**src/rtl/dcache_access_unit.sv**
```systemverilog
// Memory-stage data-cache access unit: byte masks, store alignment, load extension and a stall handshake.
// Optional build macro MISALIGN_TRAP_EN adds misaligned-access trapping and the misalign_err port.
module dcache_access_unit (
   input  logic        clk,
   input  logic        rst,
   input  logic        mem_valid,
   input  logic        mem_read,
   input  logic        mem_write,
   input  logic [2:0]  mem_funct3,
   input  logic [31:0] mem_addr,
   input  logic [31:0] mem_wdata,
   output logic        stall,
   output logic [31:0] load_data,
   output logic        mem_done,
`ifdef MISALIGN_TRAP_EN
   output logic        misalign_err,
`endif
   output logic        data_read,
   output logic        data_write,
   output logic [31:0] data_addr,
   output logic [3:0]  data_mbe,
   output logic [31:0] data_wdata,
   input  logic [31:0] data_rdata,
   input  logic        data_resp
);

   typedef enum logic [1:0] {
      IDLE = 2'd0,
      BUSY = 2'd1,
      DONE = 2'd2
   } state_t;

   state_t      state_q;
   logic        data_read_q;
   logic        data_write_q;
   logic [31:0] data_addr_q;
   logic [3:0]  data_mbe_q;
   logic [31:0] data_wdata_q;
   logic [31:0] load_data_q;
   logic        mem_done_q;
   logic        misalign_q;

   logic        op_d;
   logic        mis_d;
   logic        issue_d;
   logic [3:0]  mbe_d;
   logic [31:0] wdata_d;
   logic [31:0] load_d;

   function automatic logic [3:0] calc_mbe(input logic [2:0] f3, input logic [1:0] o);
      logic [3:0] m;
      case (f3[1:0])
         2'b00:   m = 4'b0001 << o;
         2'b01:   m = 4'b0011 << {o[1], 1'b0};
         default: m = 4'b1111;
      endcase
      return m;
   endfunction

   function automatic logic [31:0] align_wdata(input logic [2:0] f3, input logic [31:0] wd);
      logic [31:0] r;
      case (f3[1:0])
         2'b00:   r = {4{wd[7:0]}};
         2'b01:   r = {2{wd[15:0]}};
         default: r = wd;
      endcase
      return r;
   endfunction

   // funct3[2] selects zero extension (bu/hu).
   function automatic logic [31:0] extract_load(input logic [2:0] f3, input logic [1:0] o,
                                                input logic [31:0] rd);
      logic [7:0]  b;
      logic [15:0] h;
      logic [31:0] r;
      b = rd[{o, 3'b000} +: 8];
      h = o[1] ? rd[31:16] : rd[15:0];
      case (f3[1:0])
         2'b00:   r = {{24{b[7] & ~f3[2]}}, b};
         2'b01:   r = {{16{h[15] & ~f3[2]}}, h};
         default: r = rd;
      endcase
      return r;
   endfunction

   function automatic logic is_misaligned(input logic [2:0] f3, input logic [1:0] o);
      logic m;
      case (f3[1:0])
         2'b01:   m = o[0];
         2'b10:   m = (o != 2'b00);
         default: m = 1'b0;
      endcase
      return m;
   endfunction

   // Request decode, alignment helpers and the combinational stall.
   always_comb begin
      op_d    = mem_valid & (mem_read | mem_write);
      mbe_d   = calc_mbe(mem_funct3, mem_addr[1:0]);
      wdata_d = align_wdata(mem_funct3, mem_wdata);
      load_d  = extract_load(mem_funct3, mem_addr[1:0], data_rdata);
`ifdef MISALIGN_TRAP_EN
      mis_d   = op_d & is_misaligned(mem_funct3, mem_addr[1:0]);
`else
      mis_d   = 1'b0;
`endif
      issue_d = op_d & ~mis_d;
      if (rst) begin
         stall = 1'b0;
      end else begin
         stall = ((state_q == IDLE) & issue_d) | (state_q == BUSY);
      end
   end

   // Access FSM with registered request and response outputs.
   always_ff @(posedge clk) begin
      if (rst) begin
         state_q      <= IDLE;
         data_read_q  <= 1'b0;
         data_write_q <= 1'b0;
         data_addr_q  <= 32'h0000_0000;
         data_mbe_q   <= 4'b0000;
         data_wdata_q <= 32'h0000_0000;
         load_data_q  <= 32'h0000_0000;
         mem_done_q   <= 1'b0;
         misalign_q   <= 1'b0;
      end else begin
         mem_done_q  <= 1'b0;
         load_data_q <= 32'h0000_0000;
         misalign_q  <= 1'b0;
         case (state_q)
            IDLE: begin
               if (issue_d) begin
                  data_read_q  <= mem_read;
                  data_write_q <= mem_write & ~mem_read;
                  data_addr_q  <= {mem_addr[31:2], 2'b00};
                  data_mbe_q   <= mbe_d;
                  data_wdata_q <= wdata_d;
                  state_q      <= BUSY;
               end else begin
                  misalign_q   <= mis_d;
                  state_q      <= IDLE;
               end
            end
            BUSY: begin
               if (data_resp) begin
                  // Stores return zero so load_data is only non-zero for loads.
                  load_data_q  <= data_read_q ? load_d : 32'h0000_0000;
                  mem_done_q   <= 1'b1;
                  data_read_q  <= 1'b0;
                  data_write_q <= 1'b0;
                  data_addr_q  <= 32'h0000_0000;
                  data_mbe_q   <= 4'b0000;
                  data_wdata_q <= 32'h0000_0000;
                  state_q      <= DONE;
               end else begin
                  state_q      <= BUSY;
               end
            end
            DONE: begin
               state_q <= IDLE;
            end
            default: begin
               data_read_q  <= 1'b0;
               data_write_q <= 1'b0;
               data_addr_q  <= 32'h0000_0000;
               data_mbe_q   <= 4'b0000;
               data_wdata_q <= 32'h0000_0000;
               state_q      <= IDLE;
            end
         endcase
      end
   end

   assign data_read  = data_read_q;
   assign data_write = data_write_q;
   assign data_addr  = data_addr_q;
   assign data_mbe   = data_mbe_q;
   assign data_wdata = data_wdata_q;
   assign load_data  = load_data_q;
   assign mem_done   = mem_done_q;
`ifdef MISALIGN_TRAP_EN
   assign misalign_err = misalign_q;
`else
   logic unused_s;
   assign unused_s = misalign_q;
`endif

endmodule
```
**config.mk**
```make
export PLATFORM = sky130hd
export DESIGN_NAME = dcache_access_unit
export DESIGN_NICKNAME = d
export VERILOG_FILES = /design/src/rtl/dcache_access_unit.sv
export SDC_FILE = /design/constraint.sdc
export NUM_CORES = 1
export LEC_CHECK = 0
export ABC_AREA = 1
export BUFFER_PORTS_ARGS = -buffer_cell sky130_fd_sc_hd__buf_2
export CAP_MARGIN = 30
export CORE_ASPECT_RATIO = 0.6
export CORE_UTILIZATION = 50
export DETAILED_ROUTE_END_ITERATION = 7
export PLACE_DENSITY = 0.84
export SYNTH_ARGS = -nofsm -noshare
export SYNTH_HDL_FRONTEND = slang
export SYNTH_SLANG_ARGS = --single-unit
```
**constraint.sdc**
```tcl
create_clock -name clk -period 2.7 [get_ports clk]
set_input_delay 0.135 -clock clk [delete_from_list [all_inputs] [get_ports clk]]
set_output_delay 0.135 -clock clk [all_outputs]
set_load 0.01 [all_outputs]
```
== Yosys cells after proc, flatten, opt, wreduce, memory -nomap -nowiden ==
Cells that the tools add are included.
Widths: inputs -> output; s select.
Storage, ports and cells
  memories: 0
  input port bits: 105
  register bits after elaboration: 105
  memory bits (writable): 0
  logic and storage cells: 56
  ROM bits: 0
  output and inout port bits: 104
  latch bits: 0
Operators by class
  $add $sub $neg: 0
  eq/ne operators: 5
  multiplexer cells: 22
  shift operators: 3
  divide/modulo/power cells: 0
  bitwise operators: 13
  $lt $le $gt $ge: 0
  multipliers: 0
  reduce and logical (&&, ||, !) cells: 5
Operator list (number)
  $pmux 32 s3: 2
  $pmux 32 s2: 2
  $mux 32: 3
  $shiftx 32x6->8: 1
  $mux 16: 1
  $pmux 4 s3: 1
  $mux 4: 2
  $pmux 4 s2: 1
  $mux 1: 6
  $not 1->1: 6
  $pmux 1 s3: 2
  $and 1x1->1: 5
  $eq 2x1->1 const B: 2
  $logic_not 2->1: 2
  $ne 2x2->1 const B: 2
  $pmux 2 s2: 1
  $reduce_or 4->1: 1
  $shl 1x2->4 const A: 1
  $shl 2x2->4 const A: 1
  $reduce_and 3->1: 1
  $eq 2x2->1 const B: 1
  $mux 2: 1
  $or 1x1->1: 2
  $reduce_or 2->1: 1

== Logic depth before layout (Yosys ltp) ==
  depth in word-level cells: 5
  gate-level depth with buffers: 11
  depth with buffers taken out: 9

== Least setup slack after synthesis ==
OpenSTA, ideal clock, no wires.
  path kind: register -> register
  start point: register state_q[1]
  end point: register data_addr_q[15], in the netlist data_addr[15]
  setup time: 113 ps
  data required time: 2587 ps
  arrival time: 1088 ps
  clock period less this slack: 1201 ps
  path slack: 1499 ps
  stages on the path, launching flop included: 9
  path through: dfxtp_1 -> inv_2 -> nand3_1 -> a21boi_2 -> buf_4 -> buf_4 -> nand2_1 -> nand2_1 -> nor2_1
On the way
  cells in the longest elaborated chain, start to end: 3
  elaborated cells between the ends (all ways): 8
  those cells by class: eq/ne (4); mux (1); bitwise (1); reduce/logical (2)
Ends and longest elaborated chain
  from (decl): line 33  | state_t state_q;
  from (signal assigned): line 118  | state_q <= IDLE;
  from (signal assigned): line 139  | state_q <= BUSY;
  from (signal assigned): line 142  | state_q <= IDLE;
  $eq 2x1->1, or another cell as far along: line 131  | case (state_q)
  $ne 2x2->1 (no line) or $not 1->1 (tied branches)
  $reduce_and 3->1 (no line)
  to (signal assigned): line 136  | data_addr_q <= {mem_addr[31:2], 2'b00};
  to (decl): line 36  | logic [31:0] data_addr_q;
Several ways; a longest one is shown, not always the timed one.
A chain may end at the register's enable or synchronous reset.

== Worst setup path in the final report ==
  start point: register state_q[1]
  end point: register data_wdata_q[4], in the netlist data_wdata[4]
On the way
  cells in the longest elaborated chain, start to end: 3
  elaborated cells between the ends (all ways): 8
  those cells by class: eq/ne (4); mux (1); bitwise (1); reduce/logical (2)
Ends and longest elaborated chain
  $eq 2x1->1, or another cell as far along: line 131
  $ne 2x2->1 (no line) or $not 1->1 (tied branches)
  $reduce_and 3->1 (no line)
  to (signal assigned): line 138  | data_wdata_q <= wdata_d;
  to (decl): line 38  | logic [31:0] data_wdata_q;
Several ways; a longest one is shown, not always the timed one.

==> impl_results.html <==
<table>
<tr><th>Metric</th><th>Value</th></tr>
<tr><th colspan="2">Outcome</th></tr>
<tr><td>Outcome</td><td>complete, no violations</td></tr>
<tr><th colspan="2">GRT</th></tr>
<tr><td>Tot GR Track Use</td><td>0.285</td></tr>
<tr><td>Initial antenna violation count</td><td>1</td></tr>
<tr><td>Global-route wire length before repair</td><td>between 20000 and 25000 um</td></tr>
<tr><td>Number of global-route vias before repair</td><td>4336</td></tr>
<tr><td>Global route total overflow</td><td>0</td></tr>
<tr><td>Largest net degree at the start of global routing</td><td>53</td></tr>
<tr><th colspan="2">Clocking</th></tr>
<tr><td>TritonCTS clock tree</td><td>done</td></tr>
<tr><td>Clock slew at the register clock pins of the worst setup and hold paths</td><td>0.07 ns</td></tr>
<tr><td>Number of buffers created by CTS</td><td>9</td></tr>
<tr><td>Number of buffers inserted by hold repair at cts</td><td>0</td></tr>
<tr><td>Buffers inserted during post-CTS setup optimization</td><td>0</td></tr>
<tr><td>Clock root buffer master</td><td>sky130_fd_sc_hd__clkbuf_16</td></tr>
<tr><td>Clk buf depth</td><td>2</td></tr>
<tr><td>Number of instances resized during post-cts repair</td><td>0</td></tr>
<tr><td>Insertion delay of the later-clocked pin in the worst-skew pair</td><td>0.34 ns</td></tr>
<tr><td>TritonCTS Sinks</td><td>just over 100</td></tr>
<tr><td>H-tree Lvls</td><td>3</td></tr>
<tr><th colspan="2">Detailed routing</th></tr>
<tr><td>Top routing layer in use</td><td>met5</td></tr>
<tr><td>Per-cell routed wire length</td><td>~13 um</td></tr>
<tr><td>Routed met3 length</td><td>around 1500 um</td></tr>
<tr><td>Post-detailed-routing wire length</td><td>14200 um</td></tr>
<tr><td>DRT met1 WL</td><td>6820 um</td></tr>
<tr><td>Drc violations</td><td>0</td></tr>
<tr><td>Antenna-violating nets left</td><td>0</td></tr>
<tr><td>Detailed-routing iteration count for the pre-antenna-repair pass</td><td>5</td></tr>
<tr><td>Count of routing violations after the opening detailed-route iteration</td><td>~420</td></tr>
<tr><td>Vias per inst</td><td>~4.8</td></tr>
<tr><td>Met2 wirelength from detailed routing</td><td>approximately 5700 um</td></tr>
<tr><td>Vias</td><td>5136</td></tr>
<tr><th colspan="2">Placement</th></tr>
<tr><td>Detail Placement HPWL</td><td>10300 um</td></tr>
<tr><td>Placer Congestion</td><td>~0.95</td></tr>
<tr><td>Number of port buffers</td><td>around 200</td></tr>
<tr><td>Post-Place Setup Slack</td><td>approximately 0.97 ns</td></tr>
<tr><td># placed instances</td><td>1044</td></tr>
<tr><td>Placed inst area</td><td>0.00579 sq mm</td></tr>
<tr><th colspan="2">Setup path</th></tr>
<tr><td>Maximum net fanout on the critical path</td><td>24</td></tr>
<tr><td>Critical Setup Path Class</td><td>register to register</td></tr>
<tr><td>Setup crit end kind</td><td>register</td></tr>
<tr><td>Endpoint arrival time on the critical path</td><td>about 1.9 ns</td></tr>
<tr><td>Kind of start point of the critical path</td><td>register</td></tr>
<tr><td>Data required, critical path</td><td>~3 ns</td></tr>
<tr><th colspan="2">Yosys</th></tr>
<tr><td>Share of synthesized area occupied by flip-flops and latches</td><td>0.431</td></tr>
<tr><td>Seq cells post-synth</td><td>about 100</td></tr>
<tr><td>Cell area after synthesis</td><td>between 0.004 and 0.005 sq mm</td></tr>
<tr><td>Main synth FF type</td><td>sky130_fd_sc_hd__dfxtp_1</td></tr>
<tr><td>Synthesized area per cell</td><td>roughly 6.4 sq um</td></tr>
<tr><td>Synth warn</td><td>0</td></tr>
<tr><td>Number of flops mapped to enable cells by yosys</td><td>0</td></tr>
<tr><td>Post-Syn Instances</td><td>~750</td></tr>
<tr><td>Unique cell type count in the Yosys netlist</td><td>25</td></tr>
<tr><td>Ys async rst share</td><td>0</td></tr>
<tr><th colspan="2">STA</th></tr>
<tr><td>Setup clock skew after layout</td><td>0.00629 ns</td></tr>
<tr><td>Unrepaired setup endpoints after global routing</td><td>no</td></tr>
<tr><td>Setup tns final</td><td>0 ns</td></tr>
<tr><td>Worst setup slack after layout</td><td>1.03 ns</td></tr>
<tr><td>Worst relative slew slack</td><td>0.443</td></tr>
<tr><td>Slew Limit Fails</td><td>0</td></tr>
<tr><td>Hold Fails Final Rpt</td><td>0</td></tr>
<tr><td>Final number of setup-violating endpoints</td><td>0</td></tr>
<tr><td>Worst Tran Pin Value</td><td>between 0.8 and 0.9 ns</td></tr>
<tr><td>Maximum frequency from static timing analysis</td><td>approximately 0.60 GHz</td></tr>
<tr><td>Time the worst path needs with I/O delays and setup</td><td>about 1.7 ns</td></tr>
<tr><td>Share of the clock period used by the worst path</td><td>0.618</td></tr>
<tr><td>Worst Hold Slack</td><td>between 0.07 and 0.08 ns</td></tr>
<tr><th colspan="2">Worst hold path</th></tr>
<tr><td>Path category of the worst min-delay check</td><td>input pin to register</td></tr>
<tr><th colspan="2">Layout</th></tr>
<tr><td>Nets@finish</td><td>1030</td></tr>
<tr><td>Commonest non-fill, non-tap cell in the layout</td><td>sky130_fd_sc_hd__nand2_1</td></tr>
<tr><td>Layout Area Growth over Synthesis</td><td>27.9%</td></tr>
<tr><td>Post-Layout Inst Area</td><td>approximately 0.0061 sq mm</td></tr>
<tr><td>Finished Core Util</td><td>0.663</td></tr>
<tr><td>Fin cells</td><td>roughly 1100</td></tr>
<tr><td>Share of post-route cells with drive strength above 1</td><td>0.262</td></tr>
<tr><td>Area occupied by multi-input gates</td><td>between 0.002 and 0.0025 sq mm</td></tr>
<tr><td>Antenna diode count</td><td>0</td></tr>
<tr><td>Commonest non-fill, non-tap cells in the layout</td><td>sky130_fd_sc_hd__nand2_1 (265), sky130_fd_sc_hd__buf_2 (206), sky130_fd_sc_hd__nor2_1 (140)</td></tr>
<tr><td>Register area</td><td>just over 0.002 sq mm</td></tr>
<tr><td>Fillers</td><td>858</td></tr>
<tr><th colspan="2">Pwr</th></tr>
<tr><td>Leak</td><td>3.63 nW</td></tr>
<tr><td>Pwr per Cell Area</td><td>637 mW/mm^2</td></tr>
<tr><td>Total power consumption of the routed design</td><td>roughly 3.9 mW</td></tr>
<tr><td>Peak ir drop on the vdd network</td><td>between 0.0003 and 0.0004 V</td></tr>
<tr><th colspan="2">Floorplanning</th></tr>
<tr><td>Horiz. Die Dim</td><td>roughly 130 um</td></tr>
<tr><td>Height of the die</td><td>around 80 um</td></tr>
<tr><td>Number of rows in the core area</td><td>27</td></tr>
<tr><td>Initial core utilization</td><td>0.518</td></tr>
<tr><td>Number of ports placed on the die boundary</td><td>between 200 and 250</td></tr>
<tr><td>Core region area</td><td>0.00922 sq mm</td></tr>
<tr><td>Die footprint</td><td>around 0.010 sq mm</td></tr>
<tr><th colspan="2">Run</th></tr>
<tr><td>Max-Cap Viols</td><td>0</td></tr>
</table>
## cell families (layout without fill, tap and decap cells)
| group | count (synthesis) | count (layout) | synth area share |
|---|---|---|---|
| DFF | 103 | 103 | 0.431 |
| and+or+nand+nor | 469 | 469 | 0.390 |
| other | 1 | 2 | 0.000785 |
| buffers and inverters | 106 | 288 | 0.102 |
| AOI/OAI and AO/OA | 68 | 68 | 0.0754 |
## per-layer routing
layer | GRT usage | vias to the layer above
met4 | 0.0529 | 2
met1 | 0.413 | 2227
met2 | 0.404 | 250
li1 | - | 2641
met5 | 0 | -
met3 | 0.100 | 16
## flip-flops by register name, summed over array words and instances, names as in the netlist
register	cells
data_read	1
data_wdata	32
data_write	1
load_data	32
data_addr	30
mem_done	1
data_mbe	4
state_q	2
## synth_stat cells, types with 2 or more instances
cell / number / area, sq um
sky130_fd_sc_hd__a21oi_1: 25 / 125
sky130_fd_sc_hd__a31oi_1: 2 / 12.5
sky130_fd_sc_hd__buf_1: 3 / 11.3
sky130_fd_sc_hd__buf_2: 22 / 110
sky130_fd_sc_hd__buf_4: 13 / 97.6
sky130_fd_sc_hd__buf_6: 2 / 22.5
sky130_fd_sc_hd__clkbuf_1: 7 / 26.3
sky130_fd_sc_hd__dfxtp_1: 103 / 2060
sky130_fd_sc_hd__inv_1: 53 / 199
sky130_fd_sc_hd__inv_2: 6 / 22.5
sky130_fd_sc_hd__nand2_1: 265 / 995
sky130_fd_sc_hd__nand3_1: 54 / 270
sky130_fd_sc_hd__nand3_2: 2 / 20.0
sky130_fd_sc_hd__nor2_1: 141 / 529
sky130_fd_sc_hd__nor3_1: 2 / 10.0
sky130_fd_sc_hd__o211ai_1: 4 / 30.0
sky130_fd_sc_hd__o21ai_0: 27 / 135
sky130_fd_sc_hd__o21ai_1: 8 / 40.0
sky130_fd_sc_hd__or2_2: 2 / 12.5
## report_power, final
group | switching [mW] | internal (mW)
Clock | 0.555 | 0.834
Sequential | 0.0578 | 1.64
Combinational | 0.504 | 0.306
## final timing paths
check	cells after the start	startpoint	endpoint	slack, ns
setup / recovery	6	state_q[1]$_SDFF_PP0_	data_wdata[4]$_SDFFE_PP0P_	1.03
hold / removal	3	data_rdata[4]	load_data[4]$_SDFF_PP0_	0.07
setup reg to reg	6	state_q[1]$_SDFF_PP0_	data_wdata[4]$_SDFFE_PP0P_	1.03
hold reg to reg	2	data_wdata[8]$_SDFFE_PP0P_	data_wdata[8]$_SDFFE_PP0P_	0.47
## layout make-up
| class | instances | area share |
|---|---|---|
| multi-input combinational | 539 | 0.368 |
| timing repair buffer | 213 | 0.179 |
| sequential | 103 | 0.337 |
| inverter | 59 | 0.0362 |
| clock buffer | 10 | 0.0391 |
| clock inverter | 6 | 0.0137 |
| tap | 130 | 0.0266 |
## critical path, cell delays in order, from the launching register on
cell,delay (ns)
sky130_fd_sc_hd__dfxtp_1,0.34
sky130_fd_sc_hd__inv_2,0.08
sky130_fd_sc_hd__nand3_2,0.12
sky130_fd_sc_hd__nand2_1,0.08
sky130_fd_sc_hd__nand2_1,0.48
sky130_fd_sc_hd__o21ai_0,0.39
sky130_fd_sc_hd__nor2_1,0.07
No activity file was read; power rests on OpenSTA's default activity.
